## config.mk

```make
export PLATFORM = sky130hd
export DESIGN_NAME = idma_desc64_desc_decoder
export DESIGN_NICKNAME = d
export VERILOG_FILES = /design/src/rtl/idma_desc64_pkg.sv /design/src/rtl/idma_desc64_desc_decoder.sv
export SDC_FILE = /design/constraint.sdc
export NUM_CORES = 1
export LEC_CHECK = 0
export ABC_AREA = 1
export CAP_MARGIN = 20
export CELL_PAD_IN_SITES_DETAIL_PLACEMENT = 1
export CELL_PAD_IN_SITES_GLOBAL_PLACEMENT = 2
export CORE_UTILIZATION = 30
export DETAILED_ROUTE_END_ITERATION = 7
export DONT_BUFFER_PORTS = 1
export PLACE_DENSITY = 0.72
export SKIP_CTS_REPAIR_TIMING = 1
export SYNTH_ARGS = -nofsm -noshare
export SYNTH_HDL_FRONTEND = slang
export SYNTH_SLANG_ARGS = --single-unit
export TNS_END_PERCENT = 5
```

## constraint.sdc

```tcl
create_clock -name clk_i -period 6.9 [get_ports clk_i]
set_clock_uncertainty 0.15 [all_clocks]
set_input_delay 0.69 -clock clk_i [delete_from_list [all_inputs] [get_ports clk_i]]
set_output_delay 0.69 -clock clk_i [all_outputs]
set_load 0.01 [all_outputs]
```

## src/rtl/idma_desc64_pkg.sv

```systemverilog
// Shared definitions for the desc64 descriptor decoder: beat slot indices,
// flag bit positions, the end-of-chain pointer value, the backend request
// typedefs and the decoder FSM state encoding.
package idma_desc64_pkg;

    // A descriptor is four 64-bit beats; beat 3 is never stored, it is
    // decoded straight off the bus in the cycle it is accepted.
    localparam int unsigned DESC_BEATS = 4;
    localparam int unsigned BEAT_LEN   = 0;
    localparam int unsigned BEAT_NEXT  = 1;
    localparam int unsigned BEAT_SRC   = 2;
    localparam int unsigned BEAT_DST   = 3;
    localparam logic [1:0]  BEAT_LAST_IDX = 2'd3;

    // Flags occupy the upper word of beat 0.
    localparam int unsigned FLAGS_LSB         = 32;
    localparam int unsigned FLAG_IRQ          = 0;
    localparam int unsigned FLAG_DECOUPLE_RW  = 1;
    localparam int unsigned FLAG_DECOUPLE_AW  = 2;
    localparam int unsigned FLAG_BURST_FIXED  = 3;
    localparam int unsigned FLAGS_USED        = 4;

    // A next pointer of all ones terminates the chain.
    localparam logic [63:0] END_OF_CHAIN = '1;

    localparam logic [1:0] AXI_BURST_FIXED = 2'b00;
    localparam logic [1:0] AXI_BURST_INCR  = 2'b01;

    typedef enum logic [2:0] {
        PROT_AXI = 3'd0
    } protocol_e;

    typedef struct packed {
        logic [1:0] burst;
        logic [3:0] cache;
        logic       lock;
        logic [2:0] prot;
        logic [3:0] qos;
        logic [3:0] region;
    } axi_opt_t;

    typedef struct packed {
        logic       decouple_aw;
        logic       decouple_rw;
        logic [2:0] src_max_llen;
        logic [2:0] dst_max_llen;
        logic       src_reduce_len;
        logic       dst_reduce_len;
    } backend_opt_t;

    typedef struct packed {
        protocol_e    src_protocol;
        protocol_e    dst_protocol;
        logic [2:0]   axi_id;
        axi_opt_t     src;
        axi_opt_t     dst;
        backend_opt_t beo;
        logic         last;
    } options_t;

    // Full backend request as seen by the iDMA backend.
    typedef struct packed {
        logic [31:0] length;
        logic [63:0] src_addr;
        logic [63:0] dst_addr;
        options_t    opt;
    } desc64_req_t;

    typedef enum logic [1:0] {
        ST_COLLECT = 2'd0,
        ST_DRAIN   = 2'd1,
        ST_ISSUE   = 2'd2
    } desc_state_e;

endpackage

```

## src/rtl/idma_desc64_desc_decoder.sv

```systemverilog
// desc64 descriptor decoder: collects the four R beats of one descriptor,
// decodes them into a backend request and hands the next pointer back to the
// fetch logic. Malformed or errored fetches are dropped with a one-cycle
// fetch_err_o pulse. One descriptor is in flight at a time.
//
// Optional feature: IDMA_DESC64_ZERO_LEN_SKIP_EN suppresses the backend
// request of zero-length descriptors (the next-pointer handover still runs).
//
// Handshakes: every valid/ready pair transfers on a rising edge where both
// are high; a valid, once raised, stays high with stable payload until that
// edge, and ready may be driven independently of valid.
module idma_desc64_desc_decoder
    import idma_desc64_pkg::*;
#(
    parameter int unsigned AddrWidth  = 64,
    parameter int unsigned DataWidth  = 64,
    parameter int unsigned TFLenWidth = 32,
    parameter type idma_req_t = idma_desc64_pkg::desc64_req_t
) (
    input  logic                 clk_i,
    input  logic                 rst_i,
    input  logic [DataWidth-1:0] r_data_i,
    input  logic                 r_last_i,
    input  logic                 r_err_i,
    input  logic                 r_valid_i,
    output logic                 r_ready_o,
    output idma_req_t            idma_req_o,
    output logic                 idma_req_valid_o,
    input  logic                 idma_req_ready_i,
    output logic                 irq_en_o,
    output logic [AddrWidth-1:0] next_addr_o,
    output logic                 next_valid_o,
    input  logic                 next_ready_i,
    output logic                 chain_end_o,
    output logic                 fetch_err_o,
    output desc_state_e          state_o
);

    desc_state_e          state_q, state_d;
    logic [1:0]           beat_cnt_q, beat_cnt_d;
    logic                 err_q, err_d;
    logic [DataWidth-1:0] slot_q [3];

    logic                 r_ready_q, r_ready_d;
    idma_req_t            req_q, req_d;
    logic                 req_valid_q, req_valid_d;
    logic                 req_done_q, req_done_d;
    logic                 irq_en_q, irq_en_d;
    logic [AddrWidth-1:0] next_addr_q, next_addr_d;
    logic                 next_valid_q, next_valid_d;
    logic                 next_done_q, next_done_d;
    logic                 chain_end_q, chain_end_d;
    logic                 fetch_err_q, fetch_err_d;

    idma_req_t            dec_req;
    logic                 dec_chain_end;
    logic                 dec_zero_len;
    logic                 beat_accept;
    logic                 req_hs;
    logic                 next_hs;

    // Flag bits above the defined ones are reserved and deliberately ignored.
    logic unused_flags;
    assign unused_flags = ^slot_q[BEAT_LEN][DataWidth-1:FLAGS_LSB+FLAGS_USED];

    assign beat_accept = r_valid_i && r_ready_q;
    assign req_hs      = req_valid_q && idma_req_ready_i;
    assign next_hs     = next_valid_q && next_ready_i;

    // Decode the three stored beats plus the beat-3 data currently on the bus.
    always_comb begin
        dec_req = '0;
        dec_req.length[TFLenWidth-1:0] = slot_q[BEAT_LEN][TFLenWidth-1:0];
        dec_req.src_addr = slot_q[BEAT_SRC];
        dec_req.dst_addr = r_data_i;
        dec_req.opt.src_protocol = PROT_AXI;
        dec_req.opt.dst_protocol = PROT_AXI;
        dec_req.opt.beo.decouple_rw = slot_q[BEAT_LEN][FLAGS_LSB + FLAG_DECOUPLE_RW];
        dec_req.opt.beo.decouple_aw = slot_q[BEAT_LEN][FLAGS_LSB + FLAG_DECOUPLE_AW];
        if (slot_q[BEAT_LEN][FLAGS_LSB + FLAG_BURST_FIXED]) begin
            dec_req.opt.src.burst = AXI_BURST_FIXED;
            dec_req.opt.dst.burst = AXI_BURST_FIXED;
        end else begin
            dec_req.opt.src.burst = AXI_BURST_INCR;
            dec_req.opt.dst.burst = AXI_BURST_INCR;
        end
        dec_chain_end = (slot_q[BEAT_NEXT] == END_OF_CHAIN);
        dec_zero_len  = (slot_q[BEAT_LEN][TFLenWidth-1:0] == '0);
    end

    // Next-state and next-output logic for the COLLECT / DRAIN / ISSUE FSM.
    always_comb begin
        state_d      = state_q;
        beat_cnt_d   = beat_cnt_q;
        err_d        = err_q;
        req_d        = req_q;
        req_valid_d  = req_valid_q;
        req_done_d   = req_done_q;
        irq_en_d     = irq_en_q;
        next_addr_d  = next_addr_q;
        next_valid_d = next_valid_q;
        next_done_d  = next_done_q;
        chain_end_d  = chain_end_q;
        fetch_err_d  = 1'b0;

        case (state_q)
            ST_COLLECT: begin
                if (beat_accept) begin
                    if (beat_cnt_q != BEAT_LAST_IDX) begin
                        if (r_last_i) begin
                            // Burst ended early: drop it right away.
                            fetch_err_d = 1'b1;
                            beat_cnt_d  = '0;
                            err_d       = 1'b0;
                        end else begin
                            beat_cnt_d = beat_cnt_q + 2'd1;
                            if (r_err_i) err_d = 1'b1;
                        end
                    end else begin
                        beat_cnt_d = '0;
                        if (!r_last_i) begin
                            // Burst is too long; swallow the tail first.
                            err_d   = 1'b1;
                            state_d = ST_DRAIN;
                        end else if (err_q || r_err_i) begin
                            fetch_err_d = 1'b1;
                            err_d       = 1'b0;
                        end else begin
                            state_d      = ST_ISSUE;
                            req_d        = dec_req;
                            req_valid_d  = 1'b1;
                            req_done_d   = 1'b0;
                            irq_en_d     = slot_q[BEAT_LEN][FLAGS_LSB + FLAG_IRQ];
                            next_addr_d  = AddrWidth'(slot_q[BEAT_NEXT]);
                            chain_end_d  = dec_chain_end;
                            next_valid_d = !dec_chain_end;
                            next_done_d  = dec_chain_end;
`ifdef IDMA_DESC64_ZERO_LEN_SKIP_EN
                            if (dec_zero_len) begin
                                req_valid_d = 1'b0;
                                req_done_d  = 1'b1;
                            end
`endif
                        end
                    end
                end
            end
            ST_DRAIN: begin
                if (beat_accept && r_last_i) begin
                    fetch_err_d = 1'b1;
                    err_d       = 1'b0;
                    state_d     = ST_COLLECT;
                end
            end
            ST_ISSUE: begin
                if (req_hs) begin
                    req_valid_d = 1'b0;
                    req_done_d  = 1'b1;
                end
                if (next_hs) begin
                    next_valid_d = 1'b0;
                    next_done_d  = 1'b1;
                end
                if ((req_done_q || req_hs) && (next_done_q || next_hs)) begin
                    state_d     = ST_COLLECT;
                    req_done_d  = 1'b0;
                    next_done_d = 1'b0;
                    irq_en_d    = 1'b0;
                    chain_end_d = 1'b0;
                end
            end
            default: begin
                state_d = ST_COLLECT;
            end
        endcase

        // R is accepted in every state except while a request is pending.
        r_ready_d = (state_d != ST_ISSUE);
    end

    // Control and output registers.
    always_ff @(posedge clk_i) begin
        if (rst_i) begin
            state_q      <= ST_COLLECT;
            beat_cnt_q   <= '0;
            err_q        <= 1'b0;
            r_ready_q    <= 1'b0;
            req_q        <= '0;
            req_valid_q  <= 1'b0;
            req_done_q   <= 1'b0;
            irq_en_q     <= 1'b0;
            next_addr_q  <= '0;
            next_valid_q <= 1'b0;
            next_done_q  <= 1'b0;
            chain_end_q  <= 1'b0;
            fetch_err_q  <= 1'b0;
        end else begin
            state_q      <= state_d;
            beat_cnt_q   <= beat_cnt_d;
            err_q        <= err_d;
            r_ready_q    <= r_ready_d;
            req_q        <= req_d;
            req_valid_q  <= req_valid_d;
            req_done_q   <= req_done_d;
            irq_en_q     <= irq_en_d;
            next_addr_q  <= next_addr_d;
            next_valid_q <= next_valid_d;
            next_done_q  <= next_done_d;
            chain_end_q  <= chain_end_d;
            fetch_err_q  <= fetch_err_d;
        end
    end

    // Beat slots 0-2 capture the stored words of the descriptor in flight.
    always_ff @(posedge clk_i) begin
        if (state_q == ST_COLLECT && beat_accept) begin
            case (beat_cnt_q)
                2'd0:    slot_q[0] <= r_data_i;
                2'd1:    slot_q[1] <= r_data_i;
                2'd2:    slot_q[2] <= r_data_i;
                default: ;
            endcase
        end
    end

    assign r_ready_o        = r_ready_q;
    assign idma_req_o       = req_q;
    assign idma_req_valid_o = req_valid_q;
    assign irq_en_o         = irq_en_q;
    assign next_addr_o      = next_addr_q;
    assign next_valid_o     = next_valid_q;
    assign chain_end_o      = chain_end_q;
    assign fetch_err_o      = fetch_err_q;
    assign state_o          = state_q;

endmodule

```

==> impl_metrics.csv <==
group,metric,value,unit
status,run_status,"finished, final reports clean",
sta,fmax,0.2882,GHz
synth,synth-async-reset-ratio,0,%
sta,setup_tns,0,ps
synth,seq_area_frac_synth,63.94,%
sta,final-hold-violation-count,0,
synth,synth_compound_gate_area_share,0.7318,%
detailed_routing,initialDrtViolationCount,488,
setup_path,critPathLaunchType,"flip-flop",
layout,n_antenna_cell,0,
die,row_count,82,
place,place.port_buffers,0,
setup_path,critical_path.endpoint_type,"flip-flop",
layout,layout.area.seq,9729,um^2
layout,area_delta_synth_final,11.90,%
die,fp.coreArea,50070,um^2
layout,num-nets-final,1425,
setup_path,required,7230,ps
place,place_worst_setup_slack,3176,ps
clock_network,cts_made_buffers,46,
synth,synth-main-ff-cell,"sky130_fd_sc_hd__dfxtp_1",
min_path,timing.hold.worst.class,"input port to flip-flop",
power,p_per_area,297.3,nW/um^2
clock_network,clk-insertion-delay-late,560,ps
detailed_routing,route.detailed.drc,0,
global_routing,global_route.overflow_total,0,
synth,synth_xor_xnor_area_share,0,%
die,initial_utilization,30.39,%
synth,synth_cell_type_count,23,
synth,synth_cells,1394,
die,chip_height,227.2,um
layout,drive_gt1_share,17.58,%
synth,synth_mux_area_share,0,%
sta,final_period_minus_worst_setup_slack,3469,ps
global_routing,initial_antenna_violation_count,0,
clock_network,numClockSinks,404,
synth,synthesis.yosys.warnings,0,
synth,synth_edf_count,164,
setup_path,critPathMaxFanout,117,
power,power.ir.vdd_worst,0.1532,mV
die,die_w,227.2,um
place,hpwl,27.01,mm
die,io_pins,359,
synth,fraction_of_the_mapped_netlist_area_in_simple_logic_gates,28.62,%
clock_network,cts_max_level,2,
detailed_routing,drt-total-wl,43.72,mm
global_routing,grt_first_pass_wirelength,64.25,mm
clock_network,cts.root.buffer_cell,"sky130_fd_sc_hd__clkbuf_16",
detailed_routing,vias,9785,
synth,synth-seq-cells,404,
sta,worst_slew_pin_slew,999.5,ps
sta,layout_setup_ws,3431,ps
sta,worst_slew_margin,33.21,%
global_routing,maximum_number_of_pins_on_one_net_before_global_route_repair,236,
detailed_routing,avgViaCountPerCell,4.750,
synth,synth.largest_area_cell,"sky130_fd_sc_hd__edfxtp_1",
layout,layout.cells.non_filler,2060,
sta,final-setup-viol-count,0,
detailed_routing,routedWlPerCell,21.22,um
power,leakagePower,0.005737,uW
sta,hold_ws,48.59,ps
layout,layout.filler_cells,5597,
place,place_inst,1973,
die,floorplan.die_area,51620,um^2
clock_network,clock_transition_at_the_register_clock_pins_on_the_worst_setup_and_hold_paths_after_cts,60,ps
synth,synth.avg_cell_area,10.92,um^2
synth,synth_top_cells_by_area,"sky130_fd_sc_hd__edfxtp_1 32%, sky130_fd_sc_hd__dfxtp_1 32%, sky130_fd_sc_hd__nor3_2 10%",
sta,grt_setup_unrepaired,"false",
clock_network,clock_tree.buffer_depth,3,
synth,synth_top_cell_area_share,32.37,%
detailed_routing,detailedRoute.firstPassIterationCount,4,
sta,period_share,50.28,%
clock_network,cts_tree,"built",
setup_path,worstSetupPathType,"flip-flop to flip-flop",
synth,synth_top_family_by_area,"simple AND/OR/NAND/NOR gates",
sta,final-max-slew-violation-count,0,
detailed_routing,final_antenna_net_count,0,
global_routing,gr-usage-all-layers,16.53,%
global_routing,grt_pass1_vias,9933,
job,timing.max_cap.violations,0,
layout,multi_input_area,4755,um^2
synth,synth_adder_area_share,0.3289,%
synth,synth_area,15220,um^2
setup_path,critical_path_at,3800,ps
place,gpl.final_weighted_congestion,0.7263,
sequential cells by signal, summed over array words and instances (netlist names), 2 cells and up:
name	flops
state_o	2
slot_q	164
beat_cnt_q	2
idma_req_o	163
next_addr_o	64
worst paths after layout:
kind / depth (start not counted) / start / slack, ps / end
worst max register to register: 8 / beat_cnt_q[0]$_SDFFE_PP0P_ / 3430 / next_addr_o[49]$_SDFFE_PP0P_
worst min-delay path: 1 / rst_i / 50 / idma_req_o[102]$_SDFFE_PP0P_
worst max-delay path: 8 / beat_cnt_q[0]$_SDFFE_PP0P_ / 3430 / next_addr_o[49]$_SDFFE_PP0P_
worst min register to register: 2 / err_q$_SDFFE_PP0P_ / 360 / err_q$_SDFFE_PP0P_
cells in the mapped netlist, types with 4 or more instances:
cell type / number
sky130_fd_sc_hd__dfxtp_1: 240
sky130_fd_sc_hd__nand3_1: 8
sky130_fd_sc_hd__o21ai_0: 7
sky130_fd_sc_hd__buf_4: 74
sky130_fd_sc_hd__a21oi_1: 9
sky130_fd_sc_hd__nand2_1: 64
sky130_fd_sc_hd__edfxtp_1: 164
sky130_fd_sc_hd__clkbuf_1: 49
sky130_fd_sc_hd__nor2_1: 262
sky130_fd_sc_hd__buf_2: 28
sky130_fd_sc_hd__nor3_2: 159
sky130_fd_sc_hd__inv_1: 19
sky130_fd_sc_hd__ha_1: 4
sky130_fd_sc_hd__nor3_1: 294
layout make-up:
class | count | area share [%]
clock buffer | 71 | 7.922
clock inverter | 15 | 0.9259
inverter | 20 | 0.4409
multi-input combinational | 867 | 27.92
sequential | 404 | 57.14
tap | 672 | 4.938
timing repair buffer | 11 | 0.7055
through the flow:
| step | power [uW] | area [um^2] | utilization [%] |
|---|---|---|---|
| after detailed placement | 2661 | 15500 | 30.96 |
| after global placement | 2658 | 15500 | 30.96 |
| after floorplan | 2681 | 15410 | - |
| final | 5061 | 17030 | 34.01 |
| after CTS | 5152 | 17010 | 33.97 |
| after global routing | 5241 | 17030 | 34.01 |
power breakdown:
group          internal, uW  switching, uW  leakage [uW]  total (uW)
clock network          1460            993      0.000739        2450
logic                  11.0           69.8       0.00158        80.8
registers              2510           13.1       0.00342        2530
cells in the final DEF (no fill, tap or decap), drive strengths merged:
master,instances
a211oi,2
bufinv,3
nand2,64
o21ai,7
inv,22
nand4,1
clkinv,9
nand3,9
o211ai,1
a32oi,1
clkbuf,71
nor3,453
nor2,264
clkinvlp,1
dfxtp,240
a21oi,9
buf,11
conb,52
ha,4
edfxtp,164
worst max-delay path, cell delays in order (launching register included):
cell	delay [ps]
sky130_fd_sc_hd__dfxtp_1	360
sky130_fd_sc_hd__ha_1	250
sky130_fd_sc_hd__nand2_1	70
sky130_fd_sc_hd__inv_1	110
sky130_fd_sc_hd__nand3_4	650
sky130_fd_sc_hd__nor2_4	820
sky130_fd_sc_hd__buf_12	410
sky130_fd_sc_hd__nor2_1	110
sky130_fd_sc_hd__nor3_2	140
logic make-up (layout without fill, tap and decap cells):
kind of cell / count (synthesis) / count (layout)
AND/OR/NAND/NOR: 791 / 791
flip-flops: 404 / 404
buffers and inverters: 174 / 117
AO/OA/AOI/OAI: 20 / 20
adder cells (fa/ha/maj): 4 / 4
other: 1 / 52
metal layers:
metal	track usage (%)	part of all wire, %	vias up	routed length, um
li1	-	-	4595	-
met1	19.91	41	4869	17970
met2	27.44	48	259	21180
met3	6.066	8.4	62	3657
met4	4.936	2.1	0	907
met5	0	0	-	0
No activity file was read; power rests on OpenSTA's default activity.
